===== config.mk =====
export PLATFORM = sky130hd
export DESIGN_NAME = ddr2_cmd_arbiter
export DESIGN_NICKNAME = d
export VERILOG_FILES = /design/src/rtl/ddr2_cmd_arbiter_pkg.sv /design/src/rtl/ddr2_arb_pick.sv /design/src/rtl/ddr2_cmd_arbiter.sv
export SDC_FILE = /design/constraint.sdc
export NUM_CORES = 1
export LEC_CHECK = 0
export ABC_AREA = 1
export BUFFER_PORTS_ARGS = -buffer_cell sky130_fd_sc_hd__buf_2
export CORE_ASPECT_RATIO = 1.5
export CORE_MARGIN = 2
export CORE_UTILIZATION = 44
export DETAILED_ROUTE_END_ITERATION = 6
export PLACE_DENSITY = 0.94
export SLEW_MARGIN = 10
export SYNTH_ARGS = -nofsm -noshare
export SYNTH_HDL_FRONTEND = slang
export SYNTH_SLANG_ARGS = --single-unit

===== constraint.sdc =====
create_clock -name ck -period 2.1 [get_ports ck]
set_clock_uncertainty 0.05 [all_clocks]
set_input_delay 0.42 -clock ck [delete_from_list [all_inputs] [get_ports ck]]
set_output_delay 0.42 -clock ck [all_outputs]
set_load 0.005 [all_outputs]

===== src/rtl/ddr2_cmd_arbiter_pkg.sv =====
// Shared definitions for the DDR2 command arbiter: widths, command
// encodings, one-hot state encodings and source indices.
package ddr2_cmd_arbiter_pkg;

  localparam int DDR2_BA_BITS   = 3;
  localparam int DDR2_ADDR_BITS = 13;

  // {cs_n, ras_n, cas_n, we_n}
  localparam logic [3:0] CMD_NOP   = 4'b0111;
  localparam logic [3:0] CMD_DESEL = 4'b1111;

  // Request/grant vector layout, shared by the picker and the top
  localparam int NUM_SRC  = 3;
  localparam int SRC_AREF = 0;
  localparam int SRC_WR   = 1;
  localparam int SRC_RD   = 2;

  typedef enum logic [4:0] {
    ST_INIT  = 5'b00001,
    ST_IDLE  = 5'b00010,
    ST_AREF  = 5'b00100,
    ST_WRITE = 5'b01000,
    ST_READ  = 5'b10000
  } arb_state_e;

  // Round-robin memory between the write and read sources
  typedef enum logic {
    LS_WRITE = 1'b0,
    LS_READ  = 1'b1
  } last_served_e;

endpackage


===== src/rtl/ddr2_arb_pick.sv =====
// Combinational grant picker: refresh has absolute priority, write/read
// contention is broken by whichever of the two was not served last.
module ddr2_arb_pick
  import ddr2_cmd_arbiter_pkg::*;
(
  input  logic [NUM_SRC-1:0] req,
  input  last_served_e       last_served,
  output logic [NUM_SRC-1:0] grant
);

  // One-hot grant; all-zero when nothing is requesting
  always_comb begin
    grant = '0;
    if (req[SRC_AREF]) begin
      grant[SRC_AREF] = 1'b1;
    end else if (req[SRC_WR] && req[SRC_RD]) begin
      if (last_served == LS_READ) grant[SRC_WR] = 1'b1;
      else                        grant[SRC_RD] = 1'b1;
    end else if (req[SRC_WR]) begin
      grant[SRC_WR] = 1'b1;
    end else if (req[SRC_RD]) begin
      grant[SRC_RD] = 1'b1;
    end
  end

endmodule


===== src/rtl/ddr2_cmd_arbiter.sv =====
// DDR2 command arbiter: selects between the init sequencer and the
// refresh/write/read engines and drives a registered command bus.
module ddr2_cmd_arbiter
  import ddr2_cmd_arbiter_pkg::*;
#(
  parameter int BA_BITS   = DDR2_BA_BITS,
  parameter int ADDR_BITS = DDR2_ADDR_BITS
) (
  input  logic                 ck,
  input  logic                 rst_n,
  // init sequencer
  input  logic                 init_cke,
  input  logic [3:0]           init_cmd,
  input  logic [BA_BITS-1:0]   init_ba,
  input  logic [ADDR_BITS-1:0] init_addr,
  input  logic                 init_end,
  // auto-refresh engine
  input  logic                 aref_req,
  output logic                 aref_en,
  input  logic [3:0]           aref_cmd,
  input  logic [ADDR_BITS-1:0] aref_addr,
  input  logic                 aref_end,
  // write engine
  input  logic                 wr_req,
  output logic                 wr_en,
  input  logic [3:0]           wr_cmd,
  input  logic [BA_BITS-1:0]   wr_ba,
  input  logic [ADDR_BITS-1:0] wr_addr,
  input  logic                 wr_end,
  // read engine
  input  logic                 rd_req,
  output logic                 rd_en,
  input  logic [3:0]           rd_cmd,
  input  logic [BA_BITS-1:0]   rd_ba,
  input  logic [ADDR_BITS-1:0] rd_addr,
  input  logic                 rd_end,
  // DRAM side
  output logic                 ddr2_ck,
  output logic                 ddr2_ck_n,
  output logic                 ddr2_cke,
  output logic                 ddr2_cs_n,
  output logic                 ddr2_ras_n,
  output logic                 ddr2_cas_n,
  output logic                 ddr2_we_n,
  output logic [BA_BITS-1:0]   ddr2_ba,
  output logic [ADDR_BITS-1:0] ddr2_addr,
  output logic [4:0]           arb_state
);

  arb_state_e           state_q, state_d;
  last_served_e         last_q, last_d;
  logic [NUM_SRC-1:0]   req, grant;
  logic [NUM_SRC-1:0]   en_q, en_d;
  logic [3:0]           cmd_q, cmd_d;
  logic [BA_BITS-1:0]   ba_q, ba_d;
  logic [ADDR_BITS-1:0] addr_q, addr_d;

  assign req[SRC_AREF] = aref_req;
  assign req[SRC_WR]   = wr_req;
  assign req[SRC_RD]   = rd_req;

  ddr2_arb_pick u_pick (
    .req         (req),
    .last_served (last_q),
    .grant       (grant)
  );

  // Next state, grant pulses and round-robin update
  always_comb begin
    state_d = state_q;
    en_d    = '0;
    last_d  = last_q;
    case (state_q)
      ST_INIT: begin
        if (init_end) state_d = ST_IDLE;
      end
      ST_IDLE: begin
        // *_end is meaningless here; only requests move the FSM
        if (grant[SRC_AREF]) begin
          state_d        = ST_AREF;
          en_d[SRC_AREF] = 1'b1;
        end else if (grant[SRC_WR]) begin
          state_d      = ST_WRITE;
          en_d[SRC_WR] = 1'b1;
          last_d       = LS_WRITE;
        end else if (grant[SRC_RD]) begin
          state_d      = ST_READ;
          en_d[SRC_RD] = 1'b1;
          last_d       = LS_READ;
        end
      end
      ST_AREF: begin
        if (aref_end) state_d = ST_IDLE;
      end
      ST_WRITE: begin
        // A pending refresh is chained in directly to avoid an idle bubble
        if (wr_end) begin
          if (aref_req) begin
            state_d        = ST_AREF;
            en_d[SRC_AREF] = 1'b1;
          end else begin
            state_d = ST_IDLE;
          end
        end
      end
      ST_READ: begin
        if (rd_end) begin
          if (aref_req) begin
            state_d        = ST_AREF;
            en_d[SRC_AREF] = 1'b1;
          end else begin
            state_d = ST_IDLE;
          end
        end
      end
      default: state_d = ST_INIT;
    endcase
  end

  // Command mux keyed on the state being entered, so the registered
  // command lines up with arb_state on the same cycle
  always_comb begin
    cmd_d  = CMD_NOP;
    ba_d   = '0;
    addr_d = '0;
    case (state_d)
      ST_INIT: begin
        cmd_d  = init_cmd;
        ba_d   = init_ba;
        addr_d = init_addr;
      end
      ST_AREF: begin
        cmd_d  = aref_cmd;
        addr_d = aref_addr;
      end
      ST_WRITE: begin
        cmd_d  = wr_cmd;
        ba_d   = wr_ba;
        addr_d = wr_addr;
      end
      ST_READ: begin
        cmd_d  = rd_cmd;
        ba_d   = rd_ba;
        addr_d = rd_addr;
      end
      default: ;
    endcase
  end

  // State, grant and round-robin registers
  always_ff @(posedge ck or negedge rst_n) begin
    if (!rst_n) begin
      state_q <= ST_INIT;
      en_q    <= '0;
      last_q  <= LS_READ;
    end else begin
      state_q <= state_d;
      en_q    <= en_d;
      last_q  <= last_d;
    end
  end

  // Registered command bus; deselect while in reset
  always_ff @(posedge ck or negedge rst_n) begin
    if (!rst_n) begin
      cmd_q  <= CMD_DESEL;
      ba_q   <= '0;
      addr_q <= '0;
    end else begin
      cmd_q  <= cmd_d;
      ba_q   <= ba_d;
      addr_q <= addr_d;
    end
  end

  assign aref_en   = en_q[SRC_AREF];
  assign wr_en     = en_q[SRC_WR];
  assign rd_en     = en_q[SRC_RD];

  assign ddr2_ck   = ck;
  assign ddr2_ck_n = ~ck;
  assign ddr2_cke  = init_cke;

  assign {ddr2_cs_n, ddr2_ras_n, ddr2_cas_n, ddr2_we_n} = cmd_q;
  assign ddr2_ba   = ba_q;
  assign ddr2_addr = addr_q;
  assign arb_state = state_q;

endmodule


==> impl.org, run 1 <==
** Routing
- Total routed wirelength :: 4850 microns
- The final route contains 1,916 vias.
- In the final routed layout, each cell accounts on average for 12.4 microns.
- Number of DRC markers after the initial detailed-route iteration :: between 40 and 50
- Number of design rule violations left after detail routing :: 0
- Post-route ant nets :: 0
- Using the TritonRoute via totals, the vias-per-cell ratio works out to 4.91.
- Detailed Routing Iterations Pass 1 :: 4

** Critical path
- Together, buffers and inverters on the worst path number 5.
- In this design, the critical path's most frequently occurring cell is clkbuf_8.
- R2R depth :: 9
- Capturing element type of the critical path :: output pin
- Traced cell by cell, the critical path runs through clkbuf_8 -> clkbuf_8 -> clkbuf_8 -> inv_1 -> buf_2.
- For the worst setup path, the data arrival time is 1.60 ns.
- Required arrival time at the worst endpoint :: 1.63 ns
- Worst setup path category :: clk -> out
- Among all stages on the critical path, the largest delay is contributed by clkbuf_8.
- Longest individual stage delay on the worst path :: roughly 0.15 ns
- The worst setup path is launched from a clock port.
- Capturing point of the worst reg2reg path :: cmd_q[0]
- In this design, the largest share of critical-path delay is due to buffers and inverters.
- Setup slack on the worst reg-to-reg path comes out at 0.33 ns.
- Crit Reg-Reg Startpoint :: arb_state[2]
- Of all nets on the critical path, the largest fanout is 8.

** Power and ir drop
- Max rail drop VDD :: 740 uV
- Lkg Pwr :: roughly 1.4 nW
- The internal portion of the total power is 1.68 mW.
- Of the total power, the share spent switching nets is 0.357.
- Combinational share of power :: 0.384
- Power share of the clock group :: 0.264
- Dividing total power by cell area gives a power density of 1100 nW/um^2.
- Net switching power figure :: around 930 uW
- The share of total power dissipated in sequential elements is 0.353.

** Die
- Die Wd :: about 54 microns
- Die boundary height :: 79.6 microns
- For this configuration, the core starts out at a cell density of 0.459.
- Boundary pin count :: 118
- The die covers 4330 sq um.
- Core Rows :: 27
- The core region is 3650 sq um.

** Finish
- Total of fill cells in the finished design :: 337
- Non-filler cells, final :: 390
- In the final layout, flip-flops and latches occupy 733 sq um.
- 0 antenna diodes ended up in the layout.
- Area growth from synthesis to final layout :: 41.7%
- Final Cell Area :: 2370 sq um
- Fraction of final layout cells with drive strength greater than 1 :: 0.403
- Utilization of the core after routing :: 0.651
- Fin nets :: 433
- Summing all multi-input logic gate instances after layout gives 792 sq um.

** Yosys
- Counting flops with a built-in enable in the synthesized netlist gives 0.
- Most frequently used flop master after synthesis :: dfrtp_1
- A synthesized cell averages 7.28 sq um.
- Counting flops with an async set or reset pin after synthesis yields a share of 1.00.
- Synthesis-stage register bit count :: 29
- The largest total area in the synthesized netlist belongs to dfrtp_1.
- Cell area after synthesis :: 1680 sq um
- Post-synthesis cell type count :: 20
- Counting every instance in the synthesized netlist gives 230.
- Sorting the synthesized cells by area gives the leading types as dfrtp_1 (34%), nand2_1 (24%), dfstp_2 (9.4%), nand3b_1 (6.3%), inv_1 (4.5%).
- The Yosys step of the flow raised 0 warnings.
- By count the netlist is led by nand2_1 (108), dfrtp_1 (23), inv_1 (20), nor2_1 (16), nand3b_1 (14).
- Number of nets produced by synthesis :: 317
- By instance count, the leading cell after synthesis is nand2_1.
- The share of synthesized area in the top cell type comes to 0.344.
- Sequential area share after synthesis :: 0.438

** Global route
- Entering global routing, the biggest net connects 30 pins.
- Routing usage on met1 :: 0.228
- The first global-routing pass estimated 7690 microns of wire.
- In the global route stage, met3 resource usage came out at 0.0749.
- The number of global-route vias before repair was around 1,900.
- Global routing finished with a remaining overflow of 0.
- For this run, the total global-route usage over all layers was measured as 0.244.
- Antenna violations before repair :: 0
- The global routing stage identified its most utilized layer as met2.
- Met2 Use GR :: 0.431

** Timing
- Measured against its own limit, the worst slew margin works out to 0.589.
- Setup violations remaining at the end of the flow were counted as 0.
- Setup repair after global routing left no endpoint under its margin.
- At the pin with the least slew margin, the transition time is 0.617 ns.
- WHS :: -0.00203 ns
- The count of endpoints failing hold in the final timing report was 3.
- Number of max-slew violations in the final report :: 0
- Setup tns final :: 0 ns

** Clock tree
- For the worst-skew pair, the clock arrives at the later sink with an insertion delay of 0.38 ns.
- After clock tree synthesis, the flow added hold-fix buffers numbering 0.
- TritonCTS built the clock tree.
- Reg clk slew, reported paths :: 0.06 ns

** Min path
- The path class of the tightest hold or removal check is in -> async.

** Run
- Number of violations of the max-capacitance limit :: 0

** Place
- Weighted congestion at the end of routability-driven global placement :: 0.820
- Detailed placement finished with a half-perimeter wire length of 3690 microns.
- Count of buffers from port buffering :: 115
- Once placement finished, the instance area stood at 2230 sq um.
- In this run, placement finished with an instance count of 379.

** Run status
- Violated checks :: negative hold slack
- Status :: finished, violations left
[cells by family after synthesis]
group | synth area share
buffers and inverters | 0.0941
AND/OR/NAND/NOR | 0.444
AO/OA/AOI/OAI | 0.0246
flip-flops | 0.438
[sequential cells by signal, summed over array words and instances, names as in the netlist]
name,flops
en_q,3
ddr2_ba,3
ddr2_addr,13
cmd_q,4
last_q,1
arb_state,5
[timing repair]
item                       4_1_cts  5_1_grt
buffers inserted                 0        0
setup endpoints to repair        0       17
resized for setup                0        1
[placed cells by master (no fill, tap or decap), drive strengths merged]
cell / n
clkbuf: 10
clkinv: 1
nand2: 110
o21ai: 5
a21oi: 1
o21a: 1
nand3: 10
inv: 21
nand3b: 14
nor2: 19
dfrtp: 23
buf: 115
nand4: 10
dfstp: 6
or2: 1
[final cells by class]
cell class | count | share of cell area
inverter | 20 | 0.0316
timing repair buffer | 113 | 0.238
clock buffer | 12 | 0.0622
sequential | 29 | 0.309
clock inverter | 2 | 0.00316
multi-input combinational | 171 | 0.334
tap | 43 | 0.0227
[power by group through the flow]
stage	logic, mW	clock network [mW]	registers, mW
floorplan	0.597	0.0418	0.956
global placement	0.949	0.0472	0.918
detailed placement	0.994	0.0472	0.934
CTS	0.997	0.701	0.925
global route	1.14	0.728	0.954
finish	1.00	0.689	0.923
[through the flow]
step	setup slack, ns	total power, mW
finish	0.0343	2.62
global route	0.0109	2.82
CTS	0.0206	2.62
detailed placement	0.149	1.98
global placement	0.254	1.91
floorplan	0.469	1.60
[worst max-delay path by stage]
| stage | from | to | slack (ns) | depth (start not counted) |
|---|---|---|---|---|
| 2_1_floorplan | ck | ddr2_ck | 0.47 | 1 |
| 3_3_place_gp | arb_state[0] | ddr2_ba[0] | 0.25 | 6 |
| 3_5_place_dp | arb_state[0] | ddr2_addr[2] | 0.15 | 6 |
| 4_1_cts | ck | ddr2_ck_n | 0.02 | 5 |
| 5_1_grt | ck | ddr2_ck_n | 0.01 | 5 |
| 6_report | ck | ddr2_ck_n | 0.03 | 5 |
[metal layers]
| metal | part of all wire | routed length, microns | up-vias |
|---|---|---|---|
| li1 | - | - | 947 |
| met1 | 0.34 | 1650 | 867 |
| met2 | 0.55 | 2680 | 83 |
| met3 | 0.069 | 334 | 19 |
| met4 | 0.038 | 183 | 0 |
| met5 | 0 | 0 | - |
Note: power is estimated with default switching activity, not from simulation.
==> run 2, diff against run 1 <==
ABC_AREA = not set   (was 1)
CORE_UTILIZATION = 42   (was 44)
==> run 2 against run 1 <==
Effect of this change:
- the run still ends with negative hold slack left
- sequential share of layout area up 1.8 points
- worst hold slack worse by 0.0041 ns
- first-iteration DRC count rose to 2.9 times the previous value
- final cell count down 22%
- register-to-register slack worse by 0.19 ns
- flip-flop and latch count unchanged
- core utilization up 1.3 points
- routed wire length down 6.0%
- critical path depth unchanged
- count of clock-buffer cells in the layout unchanged
- critical path type unchanged
- largest cell class is now registers
==> impl.org, run 2 <==
** Run status
- Status :: finished, violations left
- The checks that failed: negative hold slack.

** Place
- DPL Wire Length :: 3430 microns (-6.9%)
- Weighted congestion at the end of routability-driven global placement :: 0.779 (-5.0%)
- The number of port buffers came to 115 (unchanged).

** Global route
- Global route overflow :: 0 (unchanged)
- Met2 Use GR :: 0.433 (+0.00117)
- The fraction of met1 tracks used by global routing came to 0.239 (+0.0108).
- Maximum number of pins on one net before global-route repair :: 30 (unchanged)
- Busiest grt layer :: met2
- Global router's overall resource usage :: 0.245 (+0.000721)
- The first-pass GRT wire length is 7180 microns (-6.6%).
- The number of global-route vias before repair came to 1,670 (-12%).
- Antenna violations before repair :: 0 (unchanged)
- Global-route track usage on met3 :: 0.0759 (+0.000969)

** Critical path
- Largest driver fanout on the critical path :: 9 (+1)
- The register-to-register setup slack is 0.14 ns (-0.19 ns).
- Type of element launching the critical path :: clock port
- Cell Chain, Critical Path :: clkbuf_8 -> clkbuf_8 -> clkbuf_8 -> inv_1 -> buf_2
- The worst setup path is captured at an output pin.
- Slowest stage cell on the critical path :: clkbuf_8
- The kind of cell with the highest combined delay along the critical path is buffers and inverters.
- The count of cells along the worst register-to-register path is 7 (-2).
- The startpoint identified for the worst register-to-register timing path is arb_state[3].
- Longest individual stage delay on the worst path :: 0.15 ns (about the same)
- Required arrival time at the worst endpoint :: 1.63 ns (about the same)
- Worst setup path category :: clk -> out
- Among the stages of the critical path, the cell type that occurs most often is clkbuf_8.
- Capturing point of the worst reg2reg path :: ddr2_addr[4]
- The arrival time of the worst setup path came to 1.59 ns (about the same).
- The number of buffers and inverters on the critical path was 5 (unchanged).

** Finish
- Leaving out fill and tap cells, the most frequent cell in the layout is buf_2.
- Area of all sequential standard cells :: 734 sq um (+0.17%)
- # diodes :: 0 (unchanged)
- Fraction of final layout cells with drive strength greater than 1 :: 0.553 (+0.150)
- The fill cell instance count of the final layout is 300 (-11%).
- The utilization after layout came to 0.664 (+0.0133).
- Compared with the post-synthesis result, the final layout area differs by 51.7%.
- In the layout the commonest cells are buf_2 (115), nand2_1 (31), dfrtp_1 (22), a222oi_1 (17), clkbuf_8 (9).
- The number of flip-flops in the largest register is 13 (unchanged).
- Fin nets :: 350 (-19%)
- The area taken by multi-input logic gates is 657 sq um (-17%).

** Yosys
- Synth top area cells :: dfrtp_1 (39%), a222oi_1 (11%), dfstp_2 (11%), nand2_1 (7.9%), a22oi_1 (3.0%)
- Synthesis warning total :: 0 (unchanged)
- Top-count cell post-synth :: nand2_1
- Average size of a mapped cell :: 10.4 sq um (+43%)
- The most used flip-flop cell after synthesis is dfrtp_1.
- The distinct cell type count of the synthesized netlist is 32 (+60%).
- Area fraction of the dominant cell type after synthesis :: 0.389 (+0.0450)
- Of all cell types, the one taking the most synthesized area is dfrtp_1.
- The area of the mapped netlist was 1480 sq um (-12%).
- The sequential-to-total area share from yosys stat was 0.495 (+0.0573).
- Counting instances in the post-synthesis netlist gives the leading cell types as nand2_1 (31), dfrtp_1 (23), a222oi_1 (17).
- The net count of the mapped netlist is 229 (-28%).
- The synthesized instance count came to 142 (-38%).
- Share of flip-flops with an asynchronous set or reset after synthesis :: 1.00 (unchanged)
- The number of storage elements in the synthesis netlist came to 29 (unchanged).
- Number of flops mapped to enable cells by yosys :: 0 (unchanged)

** Routing
- The total length of routed wires was 4560 microns (-6.0%).
- Routed vias :: 1,661 (-13%)
- The residual antenna-violating net count after detailed routing is 0 (unchanged).
- The routed length per instance was 14.9 microns (+20%).
- Routed via count divided by cell count :: 5.43 (+10%)
- Number of design rule violations left after detail routing :: 0 (unchanged)
- Detailed Routing Iterations Pass 1 :: 7 (+3)
- Number of DRC markers after the initial detailed-route iteration :: 135 (+190%)

** Die
- Core Box Area :: 3380 sq um (-7.3%)
- The die footprint was 4030 sq um (-6.9%).
- The overall die width is 52.5 microns (-3.5%).
- The initial cell density of the core was 0.438 (-0.0213).
- Boundary pin count :: 118 (unchanged)
- The chip height came to 76.7 microns (-3.6%).
- The number of core rows came to 26 (-3.7%).

** Clock tree
- TritonCTS clock tree :: done
- The post-CTS clock slew at the launch and capture registers of the worst setup and hold paths is 0.06 ns (about the same).
- Insertion delay to the later sink of the worst-skew pair :: 0.38 ns (about the same)
- Post-CTS Hold Fix Bufs :: 0 (unchanged)
- The post-CTS repair timing setup buffer count was 0 (unchanged).
- The post-cts gate resize count is 0 (unchanged).

** Timing
- Setup repair after global routing missed its margin :: no
- The final setup violation count was 0 (unchanged).
- The count of endpoints failing hold in the final timing report came to 6 (+3).
- The worst max-slew margin expressed relative to the limit is 0.596 (+0.00709).
- Setup tns final :: 0 ns (unchanged)
- The worst hold-check slack came to -0.00617 ns (-0.00414 ns).
- The transition time at the pin with the least slew margin is 0.606 ns (-0.0106 ns).
- Number of max-slew violations in the final report :: 0 (unchanged)

** Power and ir drop
- The worst supply voltage drop on vdd was 812 uV (+9.8%).
- The power per cell area is 1010 nW/um^2 (-8.0%).
- The leakage power summed over all cells was 1.20 nW (-15%).

** Min path
- The tightest min-delay check is of the in -> async type.

** Run
- The number of violations of the max-capacitance limit came to 0 (unchanged).
[run 2: worst max-delay path by stage]
stage                  from  depth (start not counted)  slack [ns]         end
2_1_floorplan  arb_state[0]                          6        0.36  ddr2_ba[0]
3_3_place_gp   arb_state[0]                          5        0.21  ddr2_ba[2]
3_5_place_dp   arb_state[0]                          5        0.09  ddr2_ba[1]
4_1_cts                  ck                          5        0.02   ddr2_ck_n
5_1_grt                  ck                          5        0.02   ddr2_ck_n
6_report                 ck                          5        0.04   ddr2_ck_n
[run 2: worst register-to-register path, stage by stage, from the launching register on]
cell	delay (ns)
dfrtp_1	0.51
buf_4	0.20
nor2b_1	0.06
o21ai_2	0.21
o211ai_4	0.16
buf_4	0.19
a222oi_1	0.35
nand2_1	0.11
[run 2: power by group]
group | switching [mW] | internal [mW] | total [mW]
logic | 0.385 | 0.375 | 0.760
clock network | 0.250 | 0.413 | 0.663
registers | 0.0818 | 0.772 | 0.854
total | 0.717 | 1.56 | 2.28
[run 2: kinds of logic after synthesis]
group,after synthesis,share of synthesized area
xor+xnor,1,0.00591
buf+inv,18,0.0726
compound gates,38,0.236
flops,29,0.495
simple gates,56,0.191
[run 2: layout make-up]
| type | instances | share of cell area |
|---|---|---|
| timing repair buffer | 121 | 0.284 |
| multi-input combinational | 95 | 0.292 |
| clock inverter | 2 | 0.00390 |
| tap | 42 | 0.0234 |
| inverter | 5 | 0.00835 |
| sequential | 29 | 0.327 |
| clock buffer | 12 | 0.0612 |
[run 2: metrics by stage]
step	setup WS, ns	cells	cell area [sq um]	power, mW
final	0.0361	306	2250	2.28
after global routing	0.0158	306	2250	2.42
after CTS	0.0212	306	2240	2.28
after detailed placement	0.0919	295	2100	1.66
after global placement	0.213	295	2100	1.62
after floorplan	0.357	142	1480	1.31
[run 2: layer usage]
metal | vias up | wire length [microns]
met3 | 16 | 348
li1 | 776 | -
met2 | 92 | 2620
met1 | 777 | 1460
met4 | 0 | 128
met5 | - | 0
==> run 3, diff against run 2 <==
MAX_ROUTING_LAYER = met4   (was not set)
==> run 3 against run 2 <==
Effect of this change:
- the flow still finishes with violations (negative hold slack)
- routed wire length barely moved
- core utilization did not move
- design area did not move
- register-to-register slack barely moved
- final cell count did not move
- first-iteration DRC count rose by 4.4%
- critical path depth did not move
- flip-flop and latch count did not move
- die area did not move
==> impl.org, run 3 (synthesis gave the netlist of run 2 again) <==
** Run status
- Status :: finished, violations left
- Violated checks :: negative hold slack

** Place
- The final RePlAce weighted congestion is 0.789 (+1.4%).
- Area after detailed placement :: 2100 sq um (unchanged)
- DPL Wire Length :: 3430 microns (unchanged)
- The number of port buffers is 115 (unchanged).

** Die
- Boundary pin count :: 118 (unchanged)
- The number of core rows came to 26 (unchanged).
- Core Box Area :: 3380 sq um (unchanged)
- The initial cell density of the core is 0.438 (unchanged).
- Die Wd :: 52.5 microns (unchanged)
- The die footprint is 4030 sq um (unchanged).
- The chip height came to 76.7 microns (unchanged).

** Power and ir drop
- The power per cell area is 1010 nW/um^2 (about the same).
- Power share of the clock group :: 0.291 (about the same)
- Lkg Pwr :: 1.20 nW (unchanged)
- Total design power :: 2.27 mW (about the same)
- The switching share of power came to 0.314 (-0.000529).
- The combinational share of power came to 0.334 (about the same).
- The worst supply voltage drop on vdd is 813 uV (about the same).
- The net switching component of the power came to 715 uW (-0.25%).
- The cell-internal power is 1.56 mW (about the same).
- The sequential share of power is 0.375 (about the same).

** Routing
- The ratio of routed vias to standard cells came to 5.45 (+0.48%).
- Total routed wirelength :: 4550 microns (about the same)
- Detailed Routing Iterations Pass 1 :: 6 (-1)
- WL/cell :: 14.9 microns (about the same)
- The residual antenna-violating net count after detailed routing was 0 (unchanged).
- Number of DRC markers after the initial detailed-route iteration :: 141 (+4.4%)
- Number of design rule violations left after detail routing :: 0 (unchanged)
- Routed vias :: 1,669 (+0.48%)

** Timing
- The transition time at the pin with the least slew margin came to 0.611 ns (+0.00434 ns).
- WHS :: -0.00344 ns (+0.00273 ns)
- The final setup TNS is 0 ns (unchanged).
- Number of setup violations in the final report :: 0 (unchanged)
- The count of endpoints failing hold in the final timing report came to 5 (-1).
- Setup repair after global routing left no endpoint under its margin.
- The worst max-slew margin expressed relative to the limit was 0.593 (-0.00289).
- Number of max-slew violations in the final report :: 0 (unchanged)

** Critical path
- The peak fanout along the critical path came to 9 (unchanged).
- STA classifies the critical path endpoint as an output pin.
- The critical path is of the clk -> out type.
- Worst Path Arrival :: 1.59 ns (about the same)
- The worst endpoint required time was 1.63 ns (about the same).
- The worst setup path is launched from a clock port.

** Clock tree
- Post-cts repair resize count :: 0 (unchanged)
- TritonCTS clock tree :: done
- Insertion delay to the later sink of the worst-skew pair :: 0.38 ns (about the same)
- The hold-fix buffer count after cts was 0 (unchanged).
- Reg clk slew, reported paths :: 0.06 ns (about the same)
- The post-CTS repair timing setup buffer count was 0 (unchanged).

** Global route
- Global router's overall resource usage :: 0.251 (+0.00612)
- Antenna violations before repair :: 0 (unchanged)
- The first-pass GRT wire length came to 7170 microns (-0.18%).
- Maximum number of pins on one net before global-route repair :: 30 (unchanged)
- Via count of the first global-routing pass :: 1,673 (+0.18%)
- Global route overflow :: 0 (unchanged)

** Finish
- Final Cell Area :: 2250 sq um (unchanged)
- The library cell used most frequently in the layout, excluding fill and tap cells, is buf_2.
- # diodes :: 0 (unchanged)
- The final net count is 350 (unchanged).
- The synthesis-to-layout area growth came to 51.7% (unchanged).
- The library cells used most frequently in the layout, excluding fill and tap cells, are buf_2 (115), nand2_1 (31), dfrtp_1 (22), a222oi_1 (17), clkbuf_8 (9).
- The number of flip-flops in the largest register came to 13 (unchanged).
- The share of layout cells above drive strength 1 was 0.553 (unchanged).

** Run
- The number of violations of the max-capacitance limit is 0 (unchanged).

** Min path
- Worst min path class :: in -> async
## run 3: layout make-up
type                            instances  area (sq um)
Sequential cell                        29           734
Fill cell                             300          1140
Clock inverter                          2          8.76
Inverter                                5          18.8
Timing Repair Buffer                  121           638
Clock buffer                           12           138
Tap cell                               42          52.6
Multi-Input combinational cell         95           657
## run 3: power groups by stage
stage / registers (mW) / logic (mW) / clock network, mW
4_1_cts: 0.849 / 0.755 / 0.679
3_5_place_dp: 0.858 / 0.750 / 0.0472
3_3_place_gp: 0.853 / 0.722 / 0.0472
5_1_grt: 0.870 / 0.844 / 0.705
2_1_floorplan: 0.873 / 0.395 / 0.0418
6_report: 0.854 / 0.760 / 0.661
## run 3: worst max-delay path, stage by stage
cell,delay (ns)
clkbuf_8,0.11
clkbuf_8,0.14
clkbuf_8,0.15
inv_1,0.05
buf_2,0.10
## run 3: path summary, 6_finish.rpt
path | startpoint | to | slack, ns | depth (start not counted)
worst max-delay path | ck | ddr2_ck_n | 0.04 | 5
worst min-delay path | rst_n | ddr2_addr[1] | -0.003 | 1
worst max register to register | arb_state[3] | ddr2_addr[4] | 0.15 | 7
worst min register to register | last_q | last_q | 0.45 | 2
max in group asynchronous | rst_n | arb_state[2] | 1.57 | 1
min in group ck | init_cmd[3] | cmd_q[3] | 0.17 | 3
## run 3: routing by layer
metal,vias up,global-route usage,part of all wire
li1,776,-,-
met1,785,0.245,0.33
met2,94,0.433,0.57
met3,14,0.0642,0.069
met4,0,0.136,0.026
met5,-,-,0
## run 3: through the flow
step                 util  cells  worst slack [ns]  hold WS [ns]
CTS                 0.661    306            0.0212        0.0140
global placement    0.622    295             0.213         0.420
floorplan               -    142             0.357        0.0744
detailed placement  0.622    295            0.0919         0.418
global route        0.664    306            0.0158        0.0373
finish              0.664    306            0.0364      -0.00344
